## config.mk

```make
export PLATFORM = sky130hd
export DESIGN_NAME = direction_queue
export DESIGN_NICKNAME = d
export VERILOG_FILES = /design/src/rtl/direction_queue.sv
export SDC_FILE = /design/constraint.sdc
export NUM_CORES = 1
export LEC_CHECK = 0
export BUFFER_PORTS_ARGS = -buffer_cell sky130_fd_sc_hd__buf_2
export CORE_UTILIZATION = 53
export CTS_CLUSTER_DIAMETER = 30
export DETAILED_ROUTE_END_ITERATION = 8
export HOLD_SLACK_MARGIN = 0.15
export MAX_ROUTING_LAYER = met4
export PLACE_DENSITY = 0.79
export REMOVE_ABC_BUFFERS = 1
export SYNTH_ARGS = -nofsm -noshare
export SYNTH_HDL_FRONTEND = slang
export SYNTH_SLANG_ARGS = --single-unit
```

## constraint.sdc

```tcl
create_clock -name Clock -period 4.2 [get_ports Clock]
set_clock_uncertainty 0.05 [all_clocks]
set_input_delay 0.84 -clock Clock [delete_from_list [all_inputs] [get_ports Clock]]
set_output_delay 0.84 -clock Clock [all_outputs]
set_load 0.01 [all_outputs]
```

## src/rtl/direction_queue.sv

```systemverilog
// Turns debounced button levels into direction commands, buffers up to DEPTH of
// them between game ticks, and commits one direction to the game core per tick.
module direction_queue #(
    parameter int DEPTH = 2,
    parameter logic [1:0] INIT_DIR = 2'b11
) (
    input  logic       Clock,
    input  logic       Reset,
    input  logic       ButtonLeft,
    input  logic       ButtonRight,
    input  logic       ButtonUp,
    input  logic       ButtonDown,
    input  logic       Tick,
    input  logic       Enable,
    input  logic       Clear,
    output logic [1:0] Dir,
    output logic [2:0] Count,
    output logic       Stepped,
    output logic       Dropped
);
    localparam int PW = (DEPTH > 1) ? $clog2(DEPTH) : 1;

    localparam logic [1:0] DIR_UP    = 2'b00;
    localparam logic [1:0] DIR_DOWN  = 2'b01;
    localparam logic [1:0] DIR_LEFT  = 2'b10;
    localparam logic [1:0] DIR_RIGHT = 2'b11;

    logic [1:0]    queueMem [DEPTH];
    logic [PW-1:0] rdPtr;
    logic [PW-1:0] wrPtr;
    logic [PW-1:0] tailIdx;
    logic [3:0]    prevLevel;
    logic [3:0]    curLevel;
    logic [3:0]    rise;
    logic          candValid;
    logic [1:0]    candDir;
    logic [1:0]    refDir;
    logic          pressOk;
    logic          doPop;
    logic          doPush;
    logic          isFull;
    logic          dropNow;

    function automatic logic [PW-1:0] ptrNext(input logic [PW-1:0] p);
        return (p == PW'(DEPTH - 1)) ? '0 : p + PW'(1);
    endfunction

    assign curLevel = {ButtonLeft, ButtonRight, ButtonUp, ButtonDown};
    assign rise     = curLevel & ~prevLevel;

    always_comb begin
        candValid = 1'b1;
        candDir   = DIR_UP;
        if (rise[3])      candDir = DIR_LEFT;
        else if (rise[2]) candDir = DIR_RIGHT;
        else if (rise[1]) candDir = DIR_UP;
        else if (rise[0]) candDir = DIR_DOWN;
        else              candValid = 1'b0;
    end

    // Directions on the same axis (equal or opposite) share bit 1, so one compare rejects both.
    assign tailIdx = (wrPtr == '0) ? PW'(DEPTH - 1) : wrPtr - PW'(1);
    assign refDir  = (Count != 3'd0) ? queueMem[tailIdx] : Dir;
    assign pressOk = candValid && (candDir[1] != refDir[1]);

    assign doPop   = Tick && Enable && (Count != 3'd0);
    assign isFull  = (Count == 3'(DEPTH));
    assign doPush  = pressOk && (!isFull || doPop);
    assign dropNow = pressOk && isFull && !doPop;

    always_ff @(posedge Clock) begin
        if (Reset || Clear) begin
            Dir       <= INIT_DIR;
            Count     <= 3'd0;
            Stepped   <= 1'b0;
            Dropped   <= 1'b0;
            rdPtr     <= '0;
            wrPtr     <= '0;
            prevLevel <= curLevel;
        end else begin
            prevLevel <= curLevel;
            Stepped   <= Tick && Enable;
            Dropped   <= dropNow;
            if (doPop) begin
                Dir   <= queueMem[rdPtr];
                rdPtr <= ptrNext(rdPtr);
            end
            if (doPush) begin
                wrPtr <= ptrNext(wrPtr);
            end
            if (doPush && !doPop)      Count <= Count + 3'd1;
            else if (doPop && !doPush) Count <= Count - 3'd1;
        end
    end

    // Entry contents need no reset: Count gates every read of the storage.
    always_ff @(posedge Clock) begin
        if (!Reset && !Clear && doPush) begin
            queueMem[wrPtr] <= candDir;
        end
    end

endmodule

```

Yosys cells after proc, flatten, opt, wreduce, memory -nomap -nowiden --
Memories as Yosys holds them, arrays and structs flattened. A register that Yosys moved wholly into a read port is not among the register bits. Cells that the tools add are included.
Storage, ports and cells: bits in registers 11, bits in writable memories 4, input port bits 9, output and inout bits 7, word-level logic and storage cells 51, memories kept 1
Cells by class: add/sub/neg operators 5, equality and inequality tests 2, mux-type cells 16, bitwise operators 2, reductions and logical operators 19
Memory list:
- queueMem | words 2, width 2, read ports 2, clocked after Yosys merged registers in 1, write ports 1, RTL line 28 | logic [1:0] queueMem [DEPTH];
Operators with widths (count):
- 1-bit two-way mux | 11
- 1-bit logical AND | 10
- 2-bit two-way mux | 3
- 3-bit two-way mux | 2
- 1-bit logical NOT | 5
- 4-bit AND | 1
- 4-bit inverter | 1
- 3-bit by 1-bit adder with 3-bit output (second input constant) | 1
- 3-bit by 2-bit equality test with 1-bit output (second input constant) | 1
- 3-bit nonzero test | 1
- 3-bit by 1-bit subtractor with 3-bit output (second input constant) | 1
- 1-bit adder (second input constant) | 2
- 1-bit logical OR | 2
- 2-bit nonzero test | 1
- 1-bit inequality test | 1
- 1-bit subtractor (second input constant) | 1

Depth between registers and ports, before layout --
depth after elaboration 13, depth in mapped cells 10, gate-level depth less buffers 10

Worst setup path before layout --
No wires, ideal clock.
kind input -> register, start input port ButtonLeft, end register Count[2], setup time 0.070 ns, arrival 2.601 ns, data required time 4.080 ns, path slack 1.479 ns, stages 10, path buffers 0, cell sequence nor2b_1 or2_2 mux2i_1 nor2_1 ha_1 inv_1 fa_1 xor2_1 or3_1 a21oi_1
On the way: cells in the longest elaborated chain, start to end 8, elaborated cells between the ends (all ways) 11, classes of those cells eq/ne (1); mux (3); bitwise (1); reduce/logical (6)
RTL lines:
- start, declared | RTL line 9 | input logic ButtonLeft,
- 4-bit AND (*) | RTL line 49 | assign rise = curLevel & ~prevLevel;
- 2-bit two-way mux (*) | RTL line 54 | if (rise[3]) candDir = DIR_LEFT;
- named net candDir[1] | RTL line 36 | logic [1:0] candDir;
- 1-bit inequality test (*) | RTL line 64 | assign pressOk = candValid && (candDir[1] != refDir[1]);
- 1-bit logical AND (*) | RTL line 64
- 1-bit logical AND (*) | RTL line 68 | assign doPush = pressOk && (!isFull || doPop);
- 1-bit logical NOT | RTL line 92 | else if (doPop && !doPush) Count <= Count - 3'd1;
- 1-bit logical AND | RTL line 92
- 2-bit nonzero test (no line)
- end signal, assigned | RTL line 91 | if (doPush && !doPop) Count <= Count + 3'd1;
- end signal, assigned | RTL line 92
- end, declared | RTL line 17 | output logic [2:0] Count,
Mark *: on every way through the listed nets, which the timed path passes. The rest lies on a longest branch. A chain may end at the register's enable or synchronous reset.

Final worst setup path --
start input port ButtonRight, end register Count[2]
On the way: cells in the longest elaborated chain, start to end 9, elaborated cells between the ends (all ways) 13, classes of those cells eq/ne (1); mux (5); bitwise (1); reduce/logical (6)
RTL lines:
- start, declared | RTL line 10 | input logic ButtonRight,
- 4-bit AND (*) | RTL line 49
- 2-bit two-way mux (*) | RTL line 55 | else if (rise[2]) candDir = DIR_RIGHT;
- 2-bit two-way mux (*) | RTL line 54
- named net candDir[1] | RTL line 36
- 1-bit inequality test (*) | RTL line 64
- 1-bit logical AND (*) | RTL line 64
- 1-bit logical AND (*) | RTL line 68
- 1-bit logical NOT | RTL line 92
- 1-bit logical AND | RTL line 92
- 2-bit nonzero test (no line)
Marked as above.

==> run_results.csv <==
group,metric,value,unit
status,status,"finished, final reports clean",
synth,synth_most_common_cell,"dfxtp_1",
cts,clkSinkCount,17,
min_path,hold_path.class,"flop to flop",
cts,postCtsSetupRepairBufs,0,
sta,period_share,63.5,%
grt,grt_overflow,0,
synth,syn_inst,65,
cts,cts_tree,"yes",
floorplan,die_w,38.4,µm
layout,drive_gt1_share,31.7,%
power,power-per-cell-area,398,mW/mm²
layout,final_cell_count_no_fill,96,
critical_path,path_delay_family,"simple AND/OR/NAND/NOR gates",
synth,synth_common_cells,"dfxtp_1 (13), nor2_1 (9), mux2i_1 (5), nand2_1 (5), edfxtp_1 (4)",
floorplan,fp.dieArea,0.00147,mm²
run,maxCapViolations,0,
critical_path,start_kind,"primary input",
routing,wire_per_inst,11.5,µm
cts,clockBufferDepth,2,
sta,worst_pin_slew,361,ps
synth,synth_top_cells_by_area,"dfxtp_1 (37%), edfxtp_1 (17%), mux2i_1 (7.1%)",
grt,grt_usage,18.7,%
routing,drt_iter0_markers,6,
synth,syn_area_per_cell,10.8,µm²
placement,dp.cells,92,
cts,cts_made_buffers,3,
grt,grt_pass1_wl,1730,µm
grt,grt_pass1_vias,444,
critical_path,path_cells,"buf_2, nor2b_1, or2_2, mux2i_1, nor2_1, ha_1, inv_1, fa_1, xor2_1, or3_1, a21oi_1",
critical_path,cp.required,4380,ps
cts,worst_skew_pair.late_latency,300,ps
placement,routabilityCongestion,0.796,
layout,nets,94,
sta,min_period,2670,ps
power,ir_worst_vdd,0.296,mV
placement,place_area,787,µm²
sta,hold_viol,0,
layout,syn_to_final_growth,16.0,%
routing,avgViaCountPerCell,5.36,
sta,finalHoldWorstSlack,438,ps
floorplan,die_y,38.4,µm
placement,place_hpwl,887,µm
cts,cts_resized,0,
power,p_leak,0.361,nW
floorplan,row_count,12,
grt,antenna_found_initial,0,
critical_path,endpoint_kind,"flop",
layout,n_antenna_cell,0,
sta,relSlewSlack,75.7,%
cts,clockRootBuffer,"clkbuf_4",
grt,grt_max_degree,11,
sta,finalSetupViolCount,0,
layout,final_cell_area,815,µm²
critical_path,cpMaxStageDelayCell,"fa_1",
floorplan,io_pins,16,
synth,synth_edf_count,4,
critical_path,crit_fanout,3,
sta,setup_tns,0,ps
critical_path,crit_type,"primary input to flop",
power,p_total,0.000324,W
synth,yosysWarnings,0,
synth,synth_top_cell_area_share,37.1,%
synth,syn_area,702,µm²
critical_path,cp.arrival,2850,ps
sta,rsz0062_at_grt,"no",
synth,synthFlopType,"dfxtp_1",
synth,ys_async_sr_fraction,0,%
critical_path,cpPeakStageDelay,370,ps
floorplan,design.core.area,0.00117,mm²
routing,vias,515,
routing,wl,1100,µm
synth,synth-seq-cells,17,
routing,first_pass_iters,4,
cts,htree_levels,1,
floorplan,start_util,59.9,%
sta,final_max_slew_viol_count,0,
critical_path,critPathBufInv,2,
cts,ctsHoldBuffers,0,
placement,port_buffers,15,
routing,drc,0,
synth,seq_area_frac_synth,54.2,%
cts,clk_pin_slew,100,ps
synth,synth.largest_area_cell,"dfxtp_1",
synth,ys_types,24,
routing,ant_nets,0,
sta,fmax,375,MHz
==> cells by family after synthesis <==
group	synth area share, %
flops	54.2
fa+ha+maj	4.63
simple gates	19.2
buf+inv	2.14
mux	8.73
compound gates	7.31
xor+xnor	3.74
==> final cells by class <==
| type | instances | area, µm² |
|---|---|---|
| flip-flops and latches | 17 | 380 |
| fillers | 97 | 357 |
| multi-input cells | 44 | 307 |
| repair buffers | 15 | 75.1 |
| clock buffers | 3 | 22.5 |
| well taps | 14 | 17.5 |
| inverters | 2 | 7.51 |
| clock inverters | 1 | 5.00 |
==> path summary, 6_finish.rpt <==
path                            endpoint  cells past startpoint  slack (ps)        start
worst max-delay path            Count[2]                     11        1530  ButtonRight
worst min-delay path              Dir[0]                      2         440       Dir[0]
worst max register to register  Count[2]                     10        1530     Count[1]
worst min register to register    Dir[0]                      2         440       Dir[0]
==> routing by layer <==
layer	track usage, %	share of wire [%]
met1	19.2	44
met3	5.23	5.8
met4	12.9	3.3
met2	30.9	47
met5	-	0
==> through the flow <==
stage                     util (%)  setup WS [ps]
after detailed placement      67.2           1220
after global routing          69.6           1340
final                         69.6           1530
after floorplan                  -           1480
after CTS                     69.6           1500
after global placement        67.2           1310
==> tightest hold or removal path: cells and delay by family, from the launching register on <==
kind,cells,cell delay [ps]
and+or+nand+nor,1,50
DFF,1,340
AOI/OAI and AO/OA,1,80
==> where the power goes <==
part	internal, W	total [W]	leakage, nW	switching (W)
clock network	0.0000355	0.0000880	0.0177	0.0000525
logic	0.0000260	0.0000546	0.200	0.0000286
registers	0.000175	0.000181	0.143	0.00000620
==> state kept, by name (all words and copies together), names as in the netlist <==
register,count
Count,3
Dir,2
Dropped,1
Stepped,1
prevLevel,4
queueMem,4
rdPtr,1
wrPtr,1
==> cells in the final DEF, fill, tap and decap left out <==
cell      count
nor2b_1       2
nor2_1        9
and3_2        2
or3_1         1
buf_2        15
fa_1          1
a21oi_1       1
nor4_2        1
nand2_1       5
o211ai_1      2
a31oi_1       1
o21ai_0       1
clkbuf_4      3
mux2_1        1
clkinv_2      1
nor3_1        1
xor2_1        3
dfxtp_1      13
inv_1         2
nand2b_1      2
a211oi_2      1
or2_2         3
ha_1          1
o21bai_1      1
mux2i_1       5
edfxtp_1      4
No activity file was read; power rests on OpenSTA's default activity.
